--- src/rtl/pipeline_capture_latch.sv ---
// Memory-stage capture latch: registers control/load data and buffers
// data-cache hits that arrive while the stage is held.
module pipeline_capture_latch #(
   parameter int DATA_W = 32,
   parameter int CTRL_W = 64,
   parameter int NCH    = 1,
   parameter int CNT_W  = 16
) (
   input  logic                  CLK,
   input  logic                  nRST,
   input  logic                  en,
   input  logic                  flush,
   input  logic                  clr_cnt,
   input  logic [CTRL_W-1:0]     in_ctrl,
   input  logic [NCH-1:0]        dhit,
   input  logic [NCH*DATA_W-1:0] dload,
   output logic [CTRL_W-1:0]     out_ctrl,
   output logic [NCH*DATA_W-1:0] out_dload,
   output logic [NCH-1:0]        out_dvalid,
   output logic [NCH-1:0]        cap_full,
   output logic [CNT_W-1:0]      stall_cnt
);

   localparam logic [0:0] EMPTY = 1'b0;
   localparam logic [0:0] FULL  = 1'b1;

   logic hold;
   assign hold = !flush && !en;

   always_ff @(posedge CLK or negedge nRST) begin
      if (!nRST) begin
         out_ctrl <= '0;
      end else if (flush) begin
         out_ctrl <= '0;
      end else if (en) begin
         out_ctrl <= in_ctrl;
      end
   end

   // Saturating count of cycles the stage spent held
   always_ff @(posedge CLK or negedge nRST) begin
      if (!nRST) begin
         stall_cnt <= '0;
      end else if (clr_cnt) begin
         stall_cnt <= '0;
      end else if (hold && (stall_cnt != {CNT_W{1'b1}})) begin
         stall_cnt <= stall_cnt + 1'b1;
      end
   end

   for (genvar i = 0; i < NCH; i++) begin : g_ch
      logic [0:0]        state;
      logic [DATA_W-1:0] cap;

      assign cap_full[i] = (state == FULL);

      always_ff @(posedge CLK or negedge nRST) begin
         if (!nRST) begin
            state                      <= EMPTY;
            cap                        <= '0;
            out_dload[i*DATA_W+:DATA_W] <= '0;
            out_dvalid[i]              <= 1'b0;
         end else if (flush) begin
            state                      <= EMPTY;
            cap                        <= '0;
            out_dload[i*DATA_W+:DATA_W] <= '0;
            out_dvalid[i]              <= 1'b0;
         end else if (en) begin
            // A buffered hit takes precedence over a fresh one
            if (state == FULL) begin
               out_dload[i*DATA_W+:DATA_W] <= cap;
               out_dvalid[i]              <= 1'b1;
               state                      <= EMPTY;
            end else if (dhit[i]) begin
               out_dload[i*DATA_W+:DATA_W] <= dload[i*DATA_W+:DATA_W];
               out_dvalid[i]              <= 1'b1;
            end else begin
               out_dload[i*DATA_W+:DATA_W] <= '0;
               out_dvalid[i]              <= 1'b0;
            end
         end else if (dhit[i]) begin
            cap   <= dload[i*DATA_W+:DATA_W];
            state <= FULL;
         end
      end
   end

endmodule

--- config.mk ---
export PLATFORM = sky130hd
export DESIGN_NAME = pipeline_capture_latch
export DESIGN_NICKNAME = d
export VERILOG_FILES = /design/src/rtl/pipeline_capture_latch.sv
export SDC_FILE = /design/constraint.sdc
export NUM_CORES = 1
export LEC_CHECK = 0
export ABC_CLOCK_PERIOD_IN_PS = 4100
export CORE_MARGIN = 3
export CORE_UTILIZATION = 50
export CTS_BUF_LIST = sky130_fd_sc_hd__clkbuf_4 sky130_fd_sc_hd__clkbuf_8 sky130_fd_sc_hd__clkbuf_16
export DETAILED_ROUTE_END_ITERATION = 12
export HOLD_SLACK_MARGIN = 0.06
export PLACE_DENSITY = 0.86
export SYNTH_ARGS = -nofsm -noshare
export SYNTH_HDL_FRONTEND = slang
export SYNTH_SLANG_ARGS = --single-unit
--- constraint.sdc ---
create_clock -name CLK -period 4.1 [get_ports CLK]
set_clock_uncertainty 0.05 [all_clocks]
set_input_delay 0.615 -clock CLK [delete_from_list [all_inputs] [get_ports CLK]]
set_output_delay 0.615 -clock CLK [all_outputs]
set_load 0.005 [all_outputs]
==> results.ini <==
[outcome]
status=completed

[timing]
slew_headroom_pct=15.8
setup_tns_ns=0
timing.hold.ws_ns=0.240
fin_crit_ns=2.47
finalHoldViolCount=0
fmax_ghz=0.404
finalSetupViolCount=0
period_share_pct=60.3
tightest_slew_ns=1.26
drv_slew=0
grt_setup_unrepaired=no

[cells_and_area]
area_growth_pct=42.4
multi_input_area_mm2=0.00261
diodes=0
final_common_cell=clkdlybuf4s50_1
final_cell_mix=clkdlybuf4s50_1 (212), dfrtp_1 (145), nand2_1 (129), nor2_1 (108), mux2i_1 (65)
seqCellArea_mm2=0.00365
drive_gt1_share_pct=6.47
fillCellCount=863
fin_nets=957

[yosys]
synth_fa_ha_area_share_pct=0.193
synthSimpleGateAreaFrac_pct=17.9
synth_top_area_share_pct=56.4
synthArstFlopShare_pct=100
ys_warn_count=0
synth-edff-count=0
synth_xor_area_share_pct=0
yosysSeqAreaShare_pct=56.4
synthTopCellsByArea=dfrtp_1 (56%), mux2i_1 (10%), nand2_1 (7.5%)
ys_types=34
syn_area_mm2=0.00648
ys.flop_type=dfrtp_1
synth_top_family_by_area=simple AND/OR/NAND/NOR gates
synth_seq_cells=146
synthCells=665
syn_nets=768
synth_top_area_cell=dfrtp_1
synth_compound_area_share_pct=10.8
synthMuxAreaShare_pct=11.3
avgSynthCellArea_um2=9.75

[die]
rows=40
dieWidth_um=120
fp.coreArea_mm2=0.0124
initial_core_util_pct=52.4
ioPinCount=216
die_area_mm2=0.0144
dieHeight_um=120

[cts]
clk_pin_slew_ns=0.06
cts_setup_buffers=0
cts_tree=built
cts_inserted_buffers=17
cts.repair.resized=0
ctsHoldBuffers=0
clk_path_buf_depth=2
clock_latency_ns=0.41
cts_root_buf=clkbuf_16
htree_levels=4
clock-sinks=146

[power]
powerDensity_mw_per_mm2=374
ir_drop_uv=260
p_leak_uw=0.00406

[global_route]
globalRouteTotalUtil_pct=26.4
grt_pass1_wl_um=30000
busiest_layer=met2
grt_max_degree=99
grt_overflow=0
grt_use_met1_pct=31.5
grt_pass1_vias=5779
met3_usage_pct=7.73
antenna_found_initial=0
global_route.usage.met2_pct=45.4

[critical_path]
crit_path_end_kind=register
crit_chain=buf_4 -> nand2b_1 -> nand2_1 -> a21oi_1
worstPathMaxFanout=85
cpPeakStageDelay_ns=1.05
start_kind=input port
crit_required_ns=4.38
worstPathArrival_ns=2.76
path_class=input port to register
crit_slowest_cell=nand2b_1

[placement]
port_buffers=215
routabilityCongestion=0.856
dpl.hpwl_um=12500

[detailed_routing]
drt-total-wl_um=18500
via_count=5683
vias_per_cell=5.50
drtPass1Iterations=5
drt_iter0_drc=716
drc=0
drt-wirelength-per-cell_um=17.8
drtAntennaViolNets=0

[worst_hold_path]
min_path_type=input port to asynchronous set/reset pin

[flow_run]
maxCapViolCount=0

==> through the flow <==
step | utilization (%) | cells | setup slack [ns] | total power, uW | cell area [um2]
final | 74.7 | 1034 | 1.63 | 3450 | 9230
after global routing | 74.7 | 1034 | 1.43 | 3590 | 9230
after CTS | 74.7 | 1034 | 1.70 | 3480 | 9230
after detailed placement | 70.3 | 1003 | 1.29 | 2050 | 8680
after global placement | 70.3 | 1003 | 1.46 | 2030 | 8680
after floorplan | - | 665 | 2.17 | 1750 | 6480
==> worst paths after layout <==
kind / from / to / slack (ns) / cells past startpoint
max: en / g_ch[0].cap[21] / 1.63 / 4
min: nRST / out_ctrl[57] / 0.24 / 1
max reg2reg: stall_cnt[0] / stall_cnt[0] / 1.98 / 5
min reg2reg: g_ch[0].cap[20] / g_ch[0].cap[20] / 0.47 / 2
max in group asynchronous: nRST / out_ctrl[24] / 2.85 / 2
min in group CLK: g_ch[0].cap[20] / g_ch[0].cap[20] / 0.47 / 2
==> area by class of cell <==
cell class                 count  area share, %
multi-input combinational    464           28.2
inverter                       3          0.122
tap                          168           2.28
clock buffer                  26           5.61
sequential                   146           39.6
timing repair buffer         222           23.8
clock inverter                 5          0.298
==> cell families after synthesis <==
logic type | Yosys count
AO/OA/AOI/OAI | 117
adder cells (fa/ha/maj) | 1
buffers and inverters | 55
flip-flops | 146
multiplexers | 72
AND/OR/NAND/NOR | 274
==> flip-flops by register name, indices dropped and copies added, names as in the netlist <==
register and flops:
cap_full 1, out_dvalid 1, out_dload 32, stall_cnt 16, out_ctrl 64, g_ch.cap 32
==> cell usage after synthesis (4+ instances only) <==
library cell / instances
o211ai_1: 30
dfrtp_1: 146
mux2_2: 7
clkbuf_1: 38
o21ai_0: 31
nor2_1: 108
nand2_1: 129
a21oi_1: 41
buf_2: 8
a211oi_1: 6
buf_1: 5
or4_1: 6
nor2b_1: 9
mux2i_1: 65
nand3_1: 5
o31ai_1: 4
==> worst max-delay path, delay by kind of cell <==
kind,cells,cell delay [ns]
AND/OR/NAND/NOR,2,1.22
buffers and inverters,1,0.67
AO/OA/AOI/OAI,1,0.21
==> routing by layer <==
metal	routed length [um]	up-vias	part of all wire, %
li1	-	2625	-
met1	7150	2764	39
met2	9490	260	51
met3	1410	34	7.7
met4	399	0	2.2
met5	0	-	0
==> report_power, final <==
group / switching [uW] / internal (uW) / total [uW]
registers: 42.0 / 1510 / 1550
logic: 217 / 256 / 473
clock network: 563 / 863 / 1430
(Power assumes the default switching activity.)
